==> src/rtl/mtr_drv_pkg.sv <==
// Shared parameters, types and helpers for the motor H-bridge driver.
package mtr_drv_pkg;

    localparam int unsigned PWM_W       = 12;
    localparam int unsigned DEADTIME    = 32;
    localparam int unsigned OVR_I_BLANK = 40;
    localparam int unsigned OVR_I_LIMIT = 8;

    localparam int unsigned DT_W      = $clog2(DEADTIME + 1);
    localparam int unsigned OVR_CNT_W = $clog2(OVR_I_LIMIT + 1);

    typedef logic [PWM_W-1:0] duty_t;

    typedef enum logic [1:0] {
        BOTH_OFF = 2'd0,
        HI_ON    = 2'd1,
        LO_ON    = 2'd2
    } dt_state_e;

    // Offset-binary conversion: flipping the sign bit maps -2048..2047 onto 0..4095.
    function automatic duty_t spd_to_duty(input logic [PWM_W-1:0] spd);
        return {~spd[PWM_W-1], spd[PWM_W-2:0]};
    endfunction

endpackage

==> src/rtl/mtr_drv_pwm_deadtime.sv <==
// Complementary gate generation for one H-bridge half with dead-time insertion.
module pwm_deadtime
    import mtr_drv_pkg::*;
(
    input  logic clk,
    input  logic rst,
    input  logic pwm_raw,
    input  logic kill,
    output logic hi,
    output logic lo
);

    dt_state_e       state_q, state_d;
    logic [DT_W-1:0] timer_q, timer_d;
    logic            raw_prev_q;
    logic            hi_q, hi_d;
    logic            lo_q, lo_d;

    always_ff @(posedge clk) begin
        if (rst) begin
            state_q    <= BOTH_OFF;
            timer_q    <= '0;
            raw_prev_q <= 1'b0;
            hi_q       <= 1'b0;
            lo_q       <= 1'b0;
        end else begin
            state_q    <= state_d;
            timer_q    <= timer_d;
            raw_prev_q <= pwm_raw;
            hi_q       <= hi_d;
            lo_q       <= lo_d;
        end
    end

    // Any raw edge (including one during BOTH_OFF) restarts the dead-time window.
    always_comb begin
        state_d = state_q;
        timer_d = timer_q;
        if (pwm_raw != raw_prev_q) begin
            state_d = BOTH_OFF;
            timer_d = DT_W'(DEADTIME - 1);
        end else begin
            case (state_q)
                BOTH_OFF: begin
                    if (timer_q == '0) begin
                        state_d = pwm_raw ? HI_ON : LO_ON;
                    end else begin
                        timer_d = timer_q - DT_W'(1);
                    end
                end
                HI_ON, LO_ON: state_d = state_q;
                default:      state_d = BOTH_OFF;
            endcase
        end
        hi_d = (state_d == HI_ON) && !kill;
        lo_d = (state_d == LO_ON) && !kill;
    end

    assign hi = hi_q;
    assign lo = lo_q;

endmodule

==> src/rtl/mtr_drv.sv <==
// Motor driver: shadowed PWM generation, dead-time gate drive and latched over-current shutdown.
module mtr_drv
    import mtr_drv_pkg::*;
(
    input  logic             clk,
    input  logic             rst,
    input  logic [PWM_W-1:0] lft_spd,
    input  logic [PWM_W-1:0] rght_spd,
    input  logic             ovr_i_lft,
    input  logic             ovr_i_rght,
    output logic             lft_hi,
    output logic             lft_lo,
    output logic             rght_hi,
    output logic             rght_lo,
    output logic             ovr_i_shtdwn
);

    duty_t                cnt_q, cnt_d;
    duty_t                duty_lft_q, duty_lft_d;
    duty_t                duty_rght_q, duty_rght_d;
    logic                 raw_lft_q, raw_lft_d;
    logic                 raw_rght_q, raw_rght_d;
    logic [1:0]           sync_lft_q, sync_rght_q;
    logic                 period_ovr_q, period_ovr_d;
    logic [OVR_CNT_W-1:0] ovr_cnt_q, ovr_cnt_d;
    logic                 shtdwn_q, shtdwn_d;

    logic wrap;
    logic valid_lft;
    logic valid_rght;
    logic ovr_hit;

    always_ff @(posedge clk) begin
        if (rst) begin
            cnt_q        <= '0;
            duty_lft_q   <= duty_t'(12'h800);
            duty_rght_q  <= duty_t'(12'h800);
            raw_lft_q    <= 1'b0;
            raw_rght_q   <= 1'b0;
            sync_lft_q   <= '0;
            sync_rght_q  <= '0;
            period_ovr_q <= 1'b0;
            ovr_cnt_q    <= '0;
            shtdwn_q     <= 1'b0;
        end else begin
            cnt_q        <= cnt_d;
            duty_lft_q   <= duty_lft_d;
            duty_rght_q  <= duty_rght_d;
            raw_lft_q    <= raw_lft_d;
            raw_rght_q   <= raw_rght_d;
            sync_lft_q   <= {sync_lft_q[0], ovr_i_lft};
            sync_rght_q  <= {sync_rght_q[0], ovr_i_rght};
            period_ovr_q <= period_ovr_d;
            ovr_cnt_q    <= ovr_cnt_d;
            shtdwn_q     <= shtdwn_d;
        end
    end

    // Over-current samples only count outside the blanking window while the high side is driven.
    always_comb begin
        wrap        = (cnt_q == '1);
        cnt_d       = cnt_q + duty_t'(1);
        duty_lft_d  = wrap ? spd_to_duty(lft_spd)  : duty_lft_q;
        duty_rght_d = wrap ? spd_to_duty(rght_spd) : duty_rght_q;
        raw_lft_d   = (cnt_q < duty_lft_q);
        raw_rght_d  = (cnt_q < duty_rght_q);

        valid_lft  = sync_lft_q[1]  && raw_lft_q  && (cnt_q >= PWM_W'(OVR_I_BLANK));
        valid_rght = sync_rght_q[1] && raw_rght_q && (cnt_q >= PWM_W'(OVR_I_BLANK));
        ovr_hit    = period_ovr_q || valid_lft || valid_rght;

        period_ovr_d = wrap ? 1'b0 : ovr_hit;
        ovr_cnt_d    = ovr_cnt_q;
        shtdwn_d     = shtdwn_q;
        if (wrap) begin
            if (ovr_hit) begin
                if (ovr_cnt_q != OVR_CNT_W'(OVR_I_LIMIT)) begin
                    ovr_cnt_d = ovr_cnt_q + OVR_CNT_W'(1);
                end
                if (ovr_cnt_q >= OVR_CNT_W'(OVR_I_LIMIT - 1)) begin
                    shtdwn_d = 1'b1;
                end
            end else begin
                ovr_cnt_d = '0;
            end
        end
    end

    // Kill uses the next shutdown value so gates drop on the same edge the latch sets.
    pwm_deadtime u_dt_lft (
        .clk     (clk),
        .rst     (rst),
        .pwm_raw (raw_lft_q),
        .kill    (shtdwn_d),
        .hi      (lft_hi),
        .lo      (lft_lo)
    );

    pwm_deadtime u_dt_rght (
        .clk     (clk),
        .rst     (rst),
        .pwm_raw (raw_rght_q),
        .kill    (shtdwn_d),
        .hi      (rght_hi),
        .lo      (rght_lo)
    );

    assign ovr_i_shtdwn = shtdwn_q;

endmodule

==> config.mk <==
export PLATFORM = sky130hd
export DESIGN_NAME = mtr_drv
export DESIGN_NICKNAME = d
export VERILOG_FILES = /design/src/rtl/mtr_drv_pkg.sv /design/src/rtl/mtr_drv_pwm_deadtime.sv /design/src/rtl/mtr_drv.sv
export SDC_FILE = /design/constraint.sdc
export NUM_CORES = 1
export LEC_CHECK = 0
export ABC_CLOCK_PERIOD_IN_PS = 2500
export CORE_ASPECT_RATIO = 0.7
export CORE_UTILIZATION = 45
export DETAILED_ROUTE_END_ITERATION = 16
export MAX_ROUTING_LAYER = met4
export PLACE_DENSITY = 0.68
export SYNTH_ARGS = -nofsm -noshare
export SYNTH_HDL_FRONTEND = slang
export SYNTH_HIERARCHICAL = 1
export SYNTH_SLANG_ARGS = --single-unit
==> constraint.sdc <==
create_clock -name clk -period 2.5 [get_ports clk]
set_input_delay 0.5 -clock clk [delete_from_list [all_inputs] [get_ports clk]]
set_output_delay 0.5 -clock clk [all_outputs]
set_load 0.005 [all_outputs]
==> flow_summary_export.csv, run 1 <==
group,metric,value,unit
routing,drtIter0Drc,163,
routing,remaining_routing_drc_violations,0,
sta,final_hold_vio_count,0,
sta,clock.fmax,0.487,GHz
place,placed_cell_area,3800,µm²
sta,post-route-period-util,82.1,%
synth,synth.area.top_cells,"sky130_fd_sc_hd__dfxtp_1 41%, sky130_fd_sc_hd__ha_1 10%, sky130_fd_sc_hd__nand2_1 6.4%",
setup_path,critical_path.endpoint_type,"register",
sta,whs,0.453,ns
sta,finClkSkew,0.00490,ns
sta,drv_slew,0,
sta,layout_min_cycle_time,2.05,ns
setup_path,critical_path.max_fanout,29,
floorplan,die-height,74.7,µm
sta,setup_viol_count_final,0,
setup_path,worstPathCellList,"ha_1, nand4_4, or4_4, a21oi_1, o32ai_1",
global_routing,number_of_global_route_vias_before_repair,2486,
place,place_hpwl,4730,µm
floorplan,floorplan.initialDensity,46.6,%
power,total_leakage_power,1.46,nW
sta,grt_setup_unrepaired,"false",
clock_tree,worstSkewPairLatency,0.33,ns
sta,tightest_slew,0.887,ns
synth,synthesis.area,3400,µm²
clock_tree,clk_path_buf_depth,2,
floorplan,core_area,7290,µm²
clock_tree,clk_transition_reported_paths,0.07,ns
synth,synth-warning-count,6,
clock_tree,cts_tree,"done",
synth,syn-num-nets,447,
sta,layout_setup_ws,0.448,ns
global_routing,globalRoute.totalOverflow,0,
global_routing,gr-usage-all-layers,19.4,%
synth,netlist.area_leader.share,41.2,%
layout,instances_no_fill,528,
setup_path,worstPathArrival,2.24,ns
setup_path,timing.critical_path.max_delay_family,"simple AND/OR/NAND/NOR gates",
global_routing,global_route_wire_length_before_repair,11700,µm
synth,synth.largest_area_cell,"sky130_fd_sc_hd__dfxtp_1",
place,pre_cts_slack,0.458,ns
setup_path,critical_path_buf_inv_count,0,
place,io_buffers,32,
floorplan,placementRows,26,
synth,synth_sequential_area_ratio,41.2,%
setup_path,worst_setup_path_start_kind,"register",
global_routing,initial_antenna_violation_count,0,
routing,vias,2731,
setup_path,max_stage_delay,0.70,ns
run,timing.max_cap.violations,0,
layout,count_of_filler_cells_inserted_in_the_layout,711,
layout,post_route_cells_drive_above_1_share,6.28,%
setup_path,slowest_stage,"sky130_fd_sc_hd__or4_4",
layout,postLayoutCoreUtil,54.4,%
sta,fin_setup_tns,0,ns
power,report.power.total,2.26,mW
sta,relSlewSlack,40.9,%
clock_tree,post_cts_resized,0,
setup_path,cp.required,2.69,ns
min_path,min_path_type,"reg2reg",
routing,wl,6800,µm
synth,postSynthCellCount,391,
floorplan,chipWidth,106,µm
place,gp_weighted_congestion,0.764,
synth,avgSynthCellArea,8.69,µm²
place,dp.cells,513,
clock_tree,clock_root_buffer,"sky130_fd_sc_hd__clkbuf_8",
clock_tree,cts_inserted_buffers,9,
routing,antenna_violating_nets_post_route,0,
global_routing,maximum_number_of_pins_on_one_net_before_global_route_repair,51,
clock_tree,postCtsHoldBufs,0,
floorplan,pin_count,33,
layout,layout.cells.most_common_list,"70 x sky130_fd_sc_hd__dfxtp_1, 58 x sky130_fd_sc_hd__nand2_1, 36 x sky130_fd_sc_hd__inv_1, 36 x sky130_fd_sc_hd__a21oi_1, 31 x sky130_fd_sc_hd__clkdlybuf4s50_1",
setup_path,crit_type,"reg2reg",
power,pwr_density_cell,571,nW/µm²
routing,vias_per_cell,5.17,
routing,detail_route.wl_per_cell,12.9,µm
routing,drtPass1Iterations,4,
floorplan,fp.dieArea,7910,µm²
layout,n_antenna_cell,0,
clock_tree,ctsHtreeMaxLevel,3,
clock_tree,cts_setup_buffers,0,
synth,async_reset_ff_share,0,%
layout,final_common_cell,"sky130_fd_sc_hd__dfxtp_1",
synth,synth_enable_flop_cells,0,
layout,final_area,3970,µm²
clock_tree,count_of_clock_tree_sinks,70,
synth,flop_and_latch_count_out_of_synthesis,70,
synth,synth-main-ff-cell,"sky130_fd_sc_hd__dfxtp_1",
layout,flow.area_growth_from_synthesis,16.7,%
outcome,outcome,"complete, no violations",
power,worst_ir_drop_vdd,0.251,mV
synth,yosys.cell_types.count,48,
layout,finalNetCount,482,
==> sequential cells by signal, indices dropped and copies added, names as in the netlist, 2 cells and up <==
| register | flops |
|---|---|
| u_dt_lft/state_q | 2 |
| u_dt_lft/timer_q | 6 |
| duty_rght_q | 12 |
| ovr_cnt_q | 4 |
| u_dt_rght/timer_q | 6 |
| u_dt_rght/state_q | 2 |
| cnt_q | 12 |
| sync_rght_q | 2 |
| sync_lft_q | 2 |
| duty_lft_q | 12 |
==> report_power, final <==
part | internal (mW) | switching [mW] | total, mW
Sequential | 1.16 | 0.0447 | 1.20
Combinational | 0.146 | 0.125 | 0.271
Clock | 0.409 | 0.383 | 0.792
Total | 1.71 | 0.553 | 2.26
==> area by class of cell <==
cell class / count / area, µm² / share of cell area (%)
inverters: 36 / 135 / 3.41
clock inverters: 1 / 5.00 / 0.126
flip-flops and latches: 70 / 1400 / 35.3
well taps: 98 / 123 / 3.09
repair buffers: 37 / 353 / 8.90
clock buffers: 14 / 163 / 4.10
multi-input cells: 272 / 1790 / 45.0
==> routing by layer <==
layer	GRT usage (%)	wire (µm)
met1	25.3	3610
met3	6.06	274
met2	29.6	2850
met5	-	0
met4	4.48	65
==> cells in the mapped netlist, drive strengths merged (5+ instances only) <==
cell type  instances
inv               36
buf                5
a21oi             36
dfxtp             70
nor2b             10
nor4               8
nand2             58
nand2b             5
a31oi              5
nand4              5
xor2               6
clkbuf             6
xnor2             13
nor3               9
nand3              7
ha                28
nor3b              5
nor2              28
==> cells by family (layout without fill, tap and decap cells) <==
group / count (synthesis) / after routing / synth area share, %
AND/OR/NAND/NOR: 149 / 149 / 22.6
buffers and inverters: 49 / 88 / 6.22
XOR/XNOR: 19 / 19 / 4.90
adder cells (fa/ha/maj): 28 / 28 / 10.3
flip-flops: 70 / 70 / 41.2
AO/OA/AOI/OAI: 76 / 76 / 14.7
==> final timing paths <==
kind,start,end,slack (ns),cells past startpoint
worst min register to register,sync_lft_q[0],sync_lft_q[1],0.45,1
worst max-delay path,cnt_q[0],ovr_cnt_q[1],0.45,5
worst min-delay path,sync_lft_q[0],sync_lft_q[1],0.45,1
worst max register to register,cnt_q[0],ovr_cnt_q[1],0.45,5
Power figures use the tool's default switching activity.
==> run 2: changes to the inputs <==
- ABC_CLOCK_PERIOD_IN_PS: 2500 -> 1900
- clock period: 2.5 -> 1.9 ns (I/O delays scaled with it)
==> flow_summary_export.csv, run 2 (synthesis gave the netlist of run 1 again) <==
group,metric,value,unit
layout,layout.cells.most_common_list,"70 x sky130_fd_sc_hd__dfxtp_1, 58 x sky130_fd_sc_hd__nand2_1, 36 x sky130_fd_sc_hd__inv_1, 36 x sky130_fd_sc_hd__a21oi_1, 31 x sky130_fd_sc_hd__clkdlybuf4s50_1",
floorplan,floorplan.initialDensity,46.6,%
sta,fin_setup_tns,0,ns
floorplan,pin_count,33,
routing,vias_per_cell,5.07,
routing,highest_layer,"met4",
global_routing,maximum_number_of_pins_on_one_net_before_global_route_repair,48,
layout,final_area,4080,µm²
routing,detail_route.wl_per_cell,12.8,µm
global_routing,gr-usage-all-layers,19.8,%
floorplan,core_area,7290,µm²
power,p_comb_share,12.6,%
setup_path,critical_path.endpoint_type,"register",
setup_path,cp_common_cell,"sky130_fd_sc_hd__nand2_1",
sta,finClkSkew,0.0109,ns
power,pwr_density_cell,728,nW/µm²
layout,post_route_cells_drive_above_1_share,10.5,%
sta,layout_min_cycle_time,1.77,ns
clock_tree,cts_setup_buffers,0,
routing,vias,2757,
floorplan,chipWidth,106,µm
clock_tree,post_cts_resized,0,
clock_tree,clk_path_buf_depth,2,
power,p_sw,0.788,mW
routing,drtIter0Drc,121,
place,placed_cell_area,3920,µm²
routing,wl_met1,3700,µm
clock_tree,cts_tree,"done",
setup_path,slowest_stage,"sky130_fd_sc_hd__or4_4",
floorplan,die-height,74.7,µm
setup_path,max_stage_delay,0.62,ns
setup_path,worstPathCellList,"nand2_1, or4_4, buf_4, nand2_1, a21oi_1",
power,total_leakage_power,1.54,nW
clock_tree,ctsHtreeMaxLevel,3,
layout,finalNetCount,498,
routing,remaining_routing_drc_violations,0,
clock_tree,worstSkewPairLatency,0.35,ns
sta,post-route-period-util,93.0,%
layout,flow.area_growth_from_synthesis,20.1,%
min_path,min_path_type,"reg2reg",
clock_tree,postCtsHoldBufs,0,
layout,reg_top3,"cnt_q: 12 flops, duty_lft_q: 12 flops, duty_rght_q: 12 flops",
routing,met3RoutedLength,290,µm
layout,final_common_cell,"sky130_fd_sc_hd__dfxtp_1",
place,io_buffers,32,
sta,final_hold_vio_count,0,
outcome,outcome,"complete, no violations",
sta,relSlewSlack,44.0,%
setup_path,r2r_slack,0.13,ns
place,place_hpwl,5010,µm
sta,grt_setup_unrepaired,"false",
clock_tree,clk_transition_reported_paths,0.07,ns
layout,n_antenna_cell,0,
power,clock_power_share,34.4,%
floorplan,fp.dieArea,7910,µm²
run,timing.max_cap.violations,0,
setup_path,crit_type,"reg2reg",
routing,antenna_violating_nets_post_route,0,
place,pre_cts_slack,0.108,ns
power,internal-power,2.19,mW
setup_path,worst_setup_path_start_kind,"register",
layout,count_of_filler_cells_inserted_in_the_layout,681,
global_routing,initial_antenna_violation_count,0,
sta,drv_slew,0,
floorplan,placementRows,26,
global_routing,global_route_wire_length_before_repair,11800,µm
sta,setup_viol_count_final,0,
power,swShare,26.5,%
routing,drtPass1Iterations,4,
power,share_seq_of_total_power,53.0,%
global_routing,globalRoute.totalOverflow,0,
clock_tree,clock_root_buffer,"sky130_fd_sc_hd__clkbuf_8",
setup_path,cp.required,2.13,ns
setup_path,worstPathArrival,1.99,ns
routing,wl,6960,µm
sta,clock.fmax,0.566,GHz
routing,met2_wirelength,2920,µm
place,gp_weighted_congestion,0.797,
clock_tree,cts_inserted_buffers,9,
sta,layout_setup_ws,0.133,ns
setup_path,critical_path.max_fanout,15,
clock_tree,count_of_clock_tree_sinks,70,
sta,tightest_slew,0.840,ns
sta,whs,0.443,ns
global_routing,number_of_global_route_vias_before_repair,2547,
power,worst_ir_drop_vdd,0.351,mV
## run 2: area by class of cell
| class | count | area, µm² | area share, % |
|---|---|---|---|
| inverter | 36 | 135 | 3.31 |
| clock inverter | 6 | 38.8 | 0.950 |
| clock buffer | 9 | 124 | 3.03 |
| tap | 98 | 123 | 3.00 |
| multi-input combinational | 272 | 1790 | 43.8 |
| timing repair buffer | 53 | 473 | 11.6 |
| sequential | 70 | 1400 | 34.3 |
## run 2: through the flow
step	instances	utilization, %	power (mW)
6_report	544	56.0	2.97
5_1_grt	544	56.0	3.13
4_1_cts	544	56.0	3.02
3_5_place_dp	529	53.8	1.98
3_3_place_gp	529	53.8	1.97
2_1_floorplan	391	-	1.85
## run 2: layer usage
layer / global-route usage [%] / vias to the layer above
li1: - / 1448
met1: 25.7 / 1253
met2: 29.6 / 52
met3: 6.15 / 4
met4: 6.48 / 0
met5: - / -
## run 2: path summary, 6_finish.rpt
path | end | start | cells past startpoint
worst max-delay path | duty_lft_q[1] | cnt_q[5] | 5
worst min-delay path | sync_rght_q[1] | sync_rght_q[0] | 1
worst max register to register | duty_lft_q[1] | cnt_q[5] | 5
worst min register to register | sync_rght_q[1] | sync_rght_q[0] | 1
## run 2: worst max-delay path, delay by kind of cell, from the launching register on
kind | cells | cell delay (ns)
AO/OA/AOI/OAI | 1 | 0.06
buffers and inverters | 1 | 0.22
flip-flops | 1 | 0.48
AND/OR/NAND/NOR | 3 | 0.89
## run 2: power groups by stage
| stage | Combinational [mW] | Sequential (mW) | Clock, mW |
|---|---|---|---|
| global placement | 0.360 | 1.61 | 0 |
| floorplan | 0.249 | 1.60 | 0 |
| CTS | 0.375 | 1.57 | 1.07 |
| finish | 0.375 | 1.58 | 1.02 |
| global route | 0.419 | 1.58 | 1.13 |
| detailed placement | 0.371 | 1.61 | 0 |
==> run 3: changes to the inputs <==
- PLACE_DENSITY: 0.68 -> 0.65
==> flow_summary_export.csv, run 3 (synthesis gave the netlist of run 1 again) <==
group,metric,value,unit
sta,layout_min_cycle_time,1.80,ns
routing,detail_route.wl_per_cell,12.5,µm
layout,instances_no_fill,543,
routing,wl_met1,3700,µm
global_routing,initial_antenna_violation_count,0,
layout,finalNetCount,496,
power,worst_ir_drop_vdd,0.286,mV
sta,tightest_slew,0.464,ns
layout,post_route_cells_drive_above_1_share,10.3,%
run,timing.max_cap.violations,0,
global_routing,gr-usage-all-layers,19.4,%
clock_tree,post_cts_resized,0,
floorplan,pin_count,33,
setup_path,critical_path.max_fanout,22,
clock_tree,count_of_clock_tree_sinks,70,
setup_path,critical_path.endpoint_type,"register",
sta,clock.fmax,0.557,GHz
floorplan,die-height,74.7,µm
place,placed_cell_area,3920,µm²
setup_path,worst_setup_path_start_kind,"register",
floorplan,chipWidth,106,µm
floorplan,core_area,7290,µm²
routing,met3RoutedLength,341,µm
power,total_leakage_power,1.54,nW
routing,drtPass1Iterations,4,
layout,final_area,4090,µm²
routing,vias_per_cell,5.02,
place,pre_cts_slack,0.118,ns
routing,highest_layer,"met4",
global_routing,global_route_wire_length_before_repair,11500,µm
place,place_hpwl,4940,µm
layout,final_common_cell,"sky130_fd_sc_hd__dfxtp_1",
layout,reg_top3,"cnt_q: 12 flops, duty_lft_q: 12 flops, duty_rght_q: 12 flops",
floorplan,floorplan.initialDensity,46.6,%
min_path,min_path_type,"reg2reg",
routing,vias,2726,
clock_tree,cts_setup_buffers,0,
sta,post-route-period-util,94.6,%
clock_tree,cts_tree,"done",
setup_path,worstPathArrival,2.02,ns
global_routing,globalRoute.totalOverflow,0,
sta,layout_setup_ws,0.103,ns
clock_tree,postCtsHoldBufs,0,
sta,fin_setup_tns,0,ns
floorplan,fp.dieArea,7910,µm²
clock_tree,clock_root_buffer,"sky130_fd_sc_hd__clkbuf_8",
outcome,outcome,"complete, no violations",
sta,grt_setup_unrepaired,"false",
routing,antenna_violating_nets_post_route,0,
place,dp.cells,527,
place,io_buffers,32,
power,pwr_density_cell,735,nW/µm²
routing,remaining_routing_drc_violations,0,
layout,layout.cells.most_common_list,"70 x sky130_fd_sc_hd__dfxtp_1, 58 x sky130_fd_sc_hd__nand2_1, 36 x sky130_fd_sc_hd__inv_1, 36 x sky130_fd_sc_hd__a21oi_1, 31 x sky130_fd_sc_hd__clkdlybuf4s50_1",
sta,setup_viol_count_final,0,
sta,finClkSkew,0.0120,ns
layout,n_antenna_cell,0,
global_routing,maximum_number_of_pins_on_one_net_before_global_route_repair,26,
clock_tree,ctsHtreeMaxLevel,3,
routing,met2_wirelength,2710,µm
sta,final_hold_vio_count,0,
routing,wl,6800,µm
clock_tree,clk_path_buf_depth,2,
clock_tree,clk_transition_reported_paths,0.08,ns
setup_path,slowest_stage,"sky130_fd_sc_hd__or4_4",
floorplan,placementRows,26,
clock_tree,cts_inserted_buffers,9,
setup_path,cp.required,2.12,ns
setup_path,crit_type,"reg2reg",
routing,drtIter0Drc,116,
place,gp_weighted_congestion,0.774,
global_routing,number_of_global_route_vias_before_repair,2438,
setup_path,max_stage_delay,0.58,ns
sta,relSlewSlack,69.1,%
clock_tree,worstSkewPairLatency,0.35,ns
layout,flow.area_growth_from_synthesis,20.4,%
power,report.power.total,3.01,mW
sta,drv_slew,0,
setup_path,worstPathCellList,"ha_1, nand4_4, or4_4, buf_12, nand2_1, a21oi_1",
==> run 3: cell count changes in the layout (fill, tap and decap cells not counted) <==
cell	before	now
sky130_fd_sc_hd__buf_4	21	18
sky130_fd_sc_hd__clkinvlp_4	2	4
sky130_fd_sc_hd__buf_12	0	1
sky130_fd_sc_hd__clkinv_2	3	2
sky130_fd_sc_hd__ha_1	27	28
sky130_fd_sc_hd__ha_2	1	0
sky130_fd_sc_hd__o21bai_1	1	0
sky130_fd_sc_hd__o21bai_2	0	1
==> run 3: where the power goes <==
group | internal, mW | switching (mW) | leakage (nW) | total, mW
clock | 0.472 | 0.589 | 0.0776 | 1.06
sequential | 1.52 | 0.0543 | 0.570 | 1.58
combinational | 0.203 | 0.169 | 0.892 | 0.372
==> run 3: routing by layer <==
metal,vias to the layer above,GRT usage [%]
met5,-,-
met4,0,5.09
met3,4,6.32
met2,54,27.5
met1,1218,26.6
li1,1450,-
==> run 3: per-stage QoR <==
step	hold WS, ns	util, %
after floorplan	0.414	-
after global placement	0.419	53.7
after detailed placement	0.420	53.7
after CTS	0.441	56.1
after global routing	0.450	56.1
final	0.439	56.1
==> run 3: final cells by class <==
type                       count  area (µm²)
fill                         678        3200
multi-input combinational    272        1790
sequential                    70        1400
timing repair buffer          51         470
inverter                      36         135
clock buffer                   9         124
tap                           98         123
clock inverter                 7        48.8
==> run 3: path summary, 6_finish.rpt <==
check                  from              to  slack [ns]  cells past startpoint
min          sync_rght_q[0]  sync_rght_q[1]        0.44                      1
max                cnt_q[0]  duty_rght_q[1]        0.10                      6
min reg2reg  sync_rght_q[0]  sync_rght_q[1]        0.44                      1
max reg2reg        cnt_q[0]  duty_rght_q[1]        0.10                      6
==> run 3: worst max-delay path, delay by kind of cell, from the launching register on <==
kind / cells / cell delay (ns)
buffers and inverters: 1 / 0.19
flip-flops: 1 / 0.34
AND/OR/NAND/NOR: 3 / 0.82
AO/OA/AOI/OAI: 1 / 0.06
adder cells (fa/ha/maj): 1 / 0.26
